$ cat config.mk
export PLATFORM = sky130hd
export DESIGN_NAME = pipe_gen
export DESIGN_NICKNAME = d
export VERILOG_FILES = /design/src/rtl/pipe_gen.sv
export SDC_FILE = /design/constraint.sdc
export NUM_CORES = 1
export LEC_CHECK = 0
export ABC_AREA = 1
export CORE_MARGIN = 4
export CORE_UTILIZATION = 57
export DETAILED_ROUTE_END_ITERATION = 10
export PLACE_DENSITY = 0.8
export SYNTH_ARGS = -nofsm -noshare
export SYNTH_HDL_FRONTEND = slang
export SYNTH_SLANG_ARGS = --single-unit
$ cat constraint.sdc
create_clock -name clk_i -period 3.9 [get_ports clk_i]
set_input_delay 0.78 -clock clk_i [delete_from_list [all_inputs] [get_ports clk_i]]
set_output_delay 0.78 -clock clk_i [all_outputs]
set_load 0.02 [all_outputs]
$ cat src/rtl/pipe_gen.sv
// -----------------------------------------------------------------------------
// pipe_gen
//   Obstacle-column generator for the Flappy Bird playfield. Each request on
//   the enable/done handshake produces one gs-row column. One column in every
//   `spacing` requests is a pipe wall with a pseudo-random gap of `gap` rows.
//   All other columns are empty. An 8-bit Fibonacci LFSR, which advances once
//   per request, picks the gap position.
//
// Ports
//   clk_i      : clock; all state changes on the rising edge
//   reset_i    : asynchronous active-high reset
//   e_pipe_i   : request (enable) from the top-level FSM
//   col_o      : generated column, bit i = row i, 1 = wall
//   d_pipe_o   : done; col_o is valid while high
//   pipe_cnt_o : number of pipe columns emitted, saturating at 255
// -----------------------------------------------------------------------------
module pipe_gen #(
  parameter int         gs      = 8,
  parameter int         gap     = 3,
  parameter int         spacing = 4,
  parameter logic [7:0] seed    = 8'hA5
) (
  input  logic          clk_i,
  input  logic          reset_i,
  input  logic          e_pipe_i,
  output logic [gs-1:0] col_o,
  output logic          d_pipe_o,
  output logic [7:0]    pipe_cnt_o
);

  typedef enum logic [1:0] {S_IDLE, S_STEP, S_BUILD, S_DONE} state_t;

  localparam logic [7:0] SP_LAST = 8'(spacing - 1);

  state_t        r_state;
  logic [7:0]    r_lfsr;
  logic [7:0]    r_sp_cnt;
  logic [7:0]    r_pcnt;
  logic [gs-1:0] r_col;
  logic          r_done;

  logic [7:0]    w_lfsr_nxt;
  logic [gs-1:0] w_pipe_col;

  // x^8+x^6+x^5+x^4+1, shift left; a nonzero seed never reaches zero.
  function automatic logic [7:0] lfsr_step(input logic [7:0] l);
    return {l[6:0], l[7] ^ l[5] ^ l[4] ^ l[3]};
  endfunction

  // Raw positions that would push the gap past the top row wrap to the bottom.
  function automatic int gap_pos(input logic [2:0] raw);
    int r;
    r = int'(raw);
    if (r <= gs - gap) return r;
    return r - (gs - gap + 1);
  endfunction

  function automatic logic [gs-1:0] pipe_col(input int pos);
    logic [gs-1:0] c;
    c = '1;
    for (int i = 0; i < gs; i++) begin
      if (i >= pos && i < pos + gap) c[i] = 1'b0;
    end
    return c;
  endfunction

  assign w_lfsr_nxt = lfsr_step(r_lfsr);
  // Evaluated in BUILD, when r_lfsr already holds the advanced value.
  assign w_pipe_col = pipe_col(gap_pos(r_lfsr[2:0]));

  always_ff @(posedge clk_i or posedge reset_i) begin
    if (reset_i) begin
      r_state  <= S_IDLE;
      r_lfsr   <= seed;
      r_sp_cnt <= 8'd0;
      r_pcnt   <= 8'd0;
      r_col    <= '0;
      r_done   <= 1'b0;
    end else begin
      case (r_state)
        S_IDLE: begin
          r_done <= 1'b0;
          if (e_pipe_i) r_state <= S_STEP;
        end
        S_STEP: begin
          r_lfsr  <= w_lfsr_nxt;
          r_state <= S_BUILD;
        end
        S_BUILD: begin
          if (r_sp_cnt == SP_LAST) begin
            r_col    <= w_pipe_col;
            r_sp_cnt <= 8'd0;
            if (r_pcnt != 8'hFF) r_pcnt <= r_pcnt + 8'd1;
          end else begin
            r_col    <= '0;
            r_sp_cnt <= r_sp_cnt + 8'd1;
          end
          r_done  <= 1'b1;
          r_state <= S_DONE;
        end
        S_DONE: begin
          // Hold the result until the requester releases the enable.
          if (!e_pipe_i) begin
            r_done  <= 1'b0;
            r_state <= S_IDLE;
          end
        end
        default: r_state <= S_IDLE;
      endcase
    end
  end

  assign col_o      = r_col;
  assign d_pipe_o   = r_done;
  assign pipe_cnt_o = r_pcnt;

endmodule

# [Word-level counts from Yosys, hierarchy flattened]
# Index checks and enable logic that the tools add are counted.
[op_classes] addsub=4 mul=0 div=0 n_lt_le_gt_ge=17 eq_ne=7 shift=0 muxes=18 bitwise_logic=3 n_reduce_logical=13
[ops] cell=">= comparator 4 x 32 -> 1 bit, first input constant" count=4
[ops] cell="< comparator 4 x 32 -> 1 bit, first input constant" count=4
[ops] cell=">= comparator 3 x 32 -> 1 bit, first input constant" count=2
[ops] cell="< comparator 3 x 32 -> 1 bit, first input constant" count=2
[ops] cell="adder 32 x 3 -> 32 bit, second input constant" count=1
[ops] cell=">= comparator 1 x 32 -> 1 bit, first input constant" count=1
[ops] cell=">= comparator 2 x 32 -> 1 bit, first input constant" count=1
[ops] cell="< comparator 1 x 32 -> 1 bit, first input constant" count=1
[ops] cell="< comparator 2 x 32 -> 1 bit, first input constant" count=1
[ops] cell="2-to-1 mux 32 bit" count=1
[ops] cell="adder 8 x 1 -> 8 bit, second input constant" count=2
[ops] cell="2-to-1 mux 8 bit" count=2
[ops] cell="2-to-1 mux 1 bit" count=10
[ops] cell="== test 8 x 2 -> 1 bit, second input constant" count=1
[ops] cell="logical AND 1 bit" count=8
[ops] cell="!= test 8 bit, second input constant" count=1
[ops] cell="one-hot mux 2 bit (4 select lines)" count=1
[ops] cell="== test 2 bit, second input constant" count=2
[ops] cell="2-to-1 mux 2 bit" count=2
[ops] cell="!= test 2 bit, second input constant" count=2
[ops] cell="AND reduction 2 bit" count=2
[ops] cell="subtractor 3 x 3 -> 4 bit, second input constant" count=1
[ops] cell="<= comparator 3 bit, second input constant" count=1
[ops] cell="2-to-1 mux 3 bit" count=1
[ops] cell="other kinds (6)" count=8
[word_totals] reg_bits=35 latchBits=0 ram_bits=0 romBits=0 inputBits=3 out_inout_bits=17 wordCells=68 mem_count=0

# [Logic depth before layout (Yosys ltp)]
[logic_depth] depth_word=8 mapped_depth=20 depth_no_buf=20

# [Least setup slack after synthesis]
# OpenSTA, ideal clock, no wires.
[synth_timing] path_type="reg-to-reg" startpoint="reg r_lfsr[2]" endpoint="reg r_col[6], in the netlist col_o[6]" setup_ns=0.065 arrival_time_ns=2.612 required_ns=3.835 path_slack_ns=1.223 stages_incl_launch_ff=19 n_path_buf=0 period_less_slack_ns=2.677 cell_sequence="dfstp_2 -> ha_1 -> nand2_2 -> nand2_4 -> nand2_2 -> xor2_2 -> inv_1 -> ha_1 -> inv_1 -> nand3_2 -> clkinv_1 -> nand2_1 -> ha_1 -> nand4_1 -> nor2_2 -> o21ai_1 -> nand3_1 -> nand2_1 -> nand2_1"
[synth_via] elab_chain_cells=8 word_cells_on_any_way=11 cone_classes="2 x add/sub; 3 x order compare; 5 x mux; 1 x reduce/logical"
[synth_rtl] item="start, declared" line="36" source="logic [7:0] r_lfsr;"
[synth_rtl] item="start signal, assigned" line="86" source="r_lfsr <= w_lfsr_nxt;"
[synth_rtl] item="<= comparator 3 bit" line="54" source="if (r <= gs - gap) return r;"
[synth_rtl] item="2-to-1 mux 3 bit or 2-to-1 mux 1 bit (tied branches)" line="54"
[synth_rtl] item="2-to-1 mux 32 bit (*)" line="55" source="return r - (gs - gap + 1);"
[synth_rtl] item="adder 32 x 3 -> 32 bit" line="62" source="if (i >= pos && i < pos + gap) c[i] = 1'b0;"
[synth_rtl] item="< comparator 4 x 32 -> 1 bit" line="62"
[synth_rtl] item="logical AND 1 bit (*)" line="62"
[synth_rtl] item="2-to-1 mux 1 bit (*)" line="62"
[synth_rtl] item="2-to-1 mux 8 bit (*)" line="90" source="if (r_sp_cnt == SP_LAST) begin"
[synth_rtl] item="end signal, assigned" line="91" source="r_col <= w_pipe_col;"
[synth_rtl] item="end, declared" line="39" source="logic [gs-1:0] r_col;"
# Every way passes the cells marked *; elsewhere a longest branch is shown, timed or not.
# A chain may end at the register's enable or synchronous reset.

# [Final worst setup path]
[layout_timing] startpoint="reg r_lfsr[2]" endpoint="reg r_col[0], in the netlist col_o[0]"
[layout_via] elab_chain_cells=8 word_cells_on_any_way=11 cone_classes="2 x add/sub; 3 x order compare; 5 x mux; 1 x reduce/logical"
[layout_rtl] item="<= comparator 3 bit" line="54"
[layout_rtl] item="2-to-1 mux 3 bit or 2-to-1 mux 1 bit (tied branches)" line="54"
[layout_rtl] item="2-to-1 mux 32 bit (*)" line="55"
[layout_rtl] item="adder 32 x 3 -> 32 bit" line="62"
[layout_rtl] item="< comparator 1 x 32 -> 1 bit" line="62"
[layout_rtl] item="logical AND 1 bit (*)" line="62"
[layout_rtl] item="2-to-1 mux 1 bit (*)" line="62"
[layout_rtl] item="2-to-1 mux 8 bit (*)" line="90"
# Marks and branches as above.

==> metrics.cfg <==
[status]
outcome = finished, final reports clean

[layout]
syn2layout_area_growth_pct = 15.0
final_cells = 322
diodes = 0
layout-drive-gt1-share_pct = 14.9
postLayoutCellArea_um2 = 2430
fin_nets = 296

[sta]
worstMarginPinSlew_ns = 0.629
setup_tns_ns = 0
timing.final.ws_setup_ns = 0.987
finalCritPeriodShare_pct = 74.7
maxSlewViolCount = 0
skew_ns = 0.00856
fmax_mhz = 343
finalSetupViolations = 0
slew_headroom_pct = 58.0
rsz0062_at_grt = no
post-route-min-period_ns = 2.91
finalHoldViolCount = 0

[detailed_routing]
vias = 1597
drt-pass1-iter-count = 4
routed_wl_um = 3630
drc = 0
drt_iter0_markers = 69
vias_per_cell = 4.96
wire_per_inst_um = 11.3
ant_nets = 0

[pwr]
clockPowerShare_pct = 12.3
power_switching_mw = 0.946
p_comb_share_pct = 57.9
leakagePower_nw = 1.25
powerDensity_nw_per_um2 = 831
power_frac_seq_pct = 29.8
swShare_pct = 46.8
finalPower_mw = 2.02
p_int_mw = 1.08
peakVddDrop_mv = 0.482

[global_routing]
grt_usage_pct = 17.7
grt_first_pass_wirelength_um = 6190
grt_pass1_vias = 1497
antenna_found_initial = 0
grt_max_degree = 20
gr-total-overflow = 0

[worst_hold_path]
min_path_type = register to register

[clock_tree]
cts_setup_buffers = 0
cts-resized-gates = 0
cts_buffers = 5
cts_tree = yes
cts.path.max_buffers = 2
postCtsHoldBufs = 0
clk_pin_slew_worst_paths_ns = 0.07
cts-root-buf = clkbuf_8
cts_max_level = 2
insertion_delay_ns = 0.29
cts_sinks = 35

[logic_synthesis]
synth_area_um2 = 2120
yosysWarnings = 0
yosysUniqueCellTypes = 29
yosys-top-cells-area = dfrtp_1 37%, nand2_1 12%, ha_1 11%
synth_largest_area_cell = dfrtp_1
synthDominantCellAreaShare_pct = 36.7
syn-num-nets = 272
seq_area_frac_synth_pct = 41.6
syn_area_per_cell_um2 = 8.43
ys_seq_elements = 35
syn_inst = 251

[worst_setup_path]
cp_top_family = simple AND/OR/NAND/NOR gates
path_buf_inv = 3
worst-setup-path-type = register to register
cp-end-kind = register
cp-start-kind = register
critPathSlowestCell = dfstp_2
cp.arrival_ns = 3.14
reg2reg_slack_ns = 0.99
slowest_delay_ns = 0.56
cp_common_cell = nand2_1
crit_chain = ha_1 -> nand2_2 -> nand2_4 -> nand2_2 -> xor2_2 -> inv_1 -> ha_1 -> inv_1 -> nand3_2 -> clkinv_1 -> nand2_1 -> ha_1 -> nand4_1 -> nor2_2 -> nand3_1 -> nand2_1 -> nand2_1 -> nand2_1
crit_required_ns = 4.13
crit_fanout = 8

[placed_design]
portBuffers = 19
placed_area_um2 = 2350
placed_cells = 314
place_ws_ns = 0.987
gp_congestion = 0.952
hpwl_um = 2720

[flow_run]
maxCapViolations = 0

[floorplanning]
rows = 21
dieWidth_um = 68.9
die_y_um = 68.9
placeableCoreArea_um2 = 3470
pin_count = 20
dieArea_um2 = 4750
start_util_pct = 61.0

==> final timing paths <==
path / from / end / cells past startpoint
setup reg to reg: r_lfsr[2]$_DFFE_PP1N_ / col_o[0]$_DFFE_PP0P_ / 18
min in group asynchronous: reset_i / pipe_cnt_o[5]$_DFFE_PP0P_ / 2
hold reg to reg: r_sp_cnt[7]$_DFFE_PP0P_ / r_sp_cnt[7]$_DFFE_PP0P_ / 1
hold / removal: r_sp_cnt[7]$_DFFE_PP0P_ / r_sp_cnt[7]$_DFFE_PP0P_ / 1
max in group asynchronous: reset_i / r_lfsr[2]$_DFFE_PP1N_ / 3
setup / recovery: r_lfsr[2]$_DFFE_PP1N_ / col_o[0]$_DFFE_PP0P_ / 18
==> area by class of cell <==
| type | count | area, um^2 |
|---|---|---|
| repair buffers | 20 | 198 |
| inverters | 36 | 138 |
| multi-input cells | 177 | 1080 |
| flip-flops and latches | 35 | 881 |
| clock buffers | 7 | 76.3 |
| clock inverters | 1 | 5.00 |
| fillers | 289 | 1040 |
| well taps | 46 | 57.6 |
==> state kept, by name, indices dropped and copies added, names as in the netlist <==
name,count
col_o,8
pipe_cnt_o,8
r_lfsr,8
r_sp_cnt,8
r_state,2
d_pipe_o,1
==> placed cells by master, fill, tap and decap left out, types with 6 or more instances in the layout <==
master            n
clkdlybuf4s50_1  19
o21ai_0          13
nand4_1           6
dfrtp_1          31
nor2_1           17
a21oi_1           7
xnor2_1           8
nand3_1           9
nand2_1          67
inv_1            26
inv_2             8
nand2_4           6
ha_1             18
==> through the flow <==
stage	hold WS [ns]	util (%)
floorplan	0.443	-
global placement	0.461	67.8
detailed placement	0.458	67.8
CTS	0.470	70.1
global route	0.482	70.1
finish	0.470	70.1
==> layer usage <==
layer  routed length, um  GRT usage [%]
met5                   0              0
met4                  48           9.25
met3                 141           4.38
met2                1630           27.6
met1                1810           22.7
==> power groups by stage <==
stage,combinational [mW],sequential (mW),clock [mW]
global route,1.33,0.619,0.273
CTS,1.18,0.602,0.258
global placement,1.14,0.605,0
floorplan,0.877,0.640,0
finish,1.17,0.602,0.250
detailed placement,1.17,0.606,0
==> cell usage after synthesis (all sizes together) <==
| cell | count |
|---|---|
| nor3 | 2 |
| clkbuf | 1 |
| a21boi | 1 |
| o21ai | 15 |
| dfstp | 4 |
| nand3 | 14 |
| o211ai | 1 |
| xor2 | 6 |
| dfrtp | 31 |
| buf | 2 |
| nand2 | 78 |
| nand4 | 6 |
| a21oi | 8 |
| ha | 18 |
| xnor2 | 8 |
| clkinv | 1 |
| inv | 35 |
| nor2 | 20 |
==> logic make-up after synthesis <==
kind of cell	Yosys count	synth area share, %
simple gates	120	27.4
buf+inv	39	7.45
flops	35	41.6
compound gates	25	6.68
fa+ha+maj	18	10.6
xor+xnor	14	6.15
(Power assumes the default switching activity.)
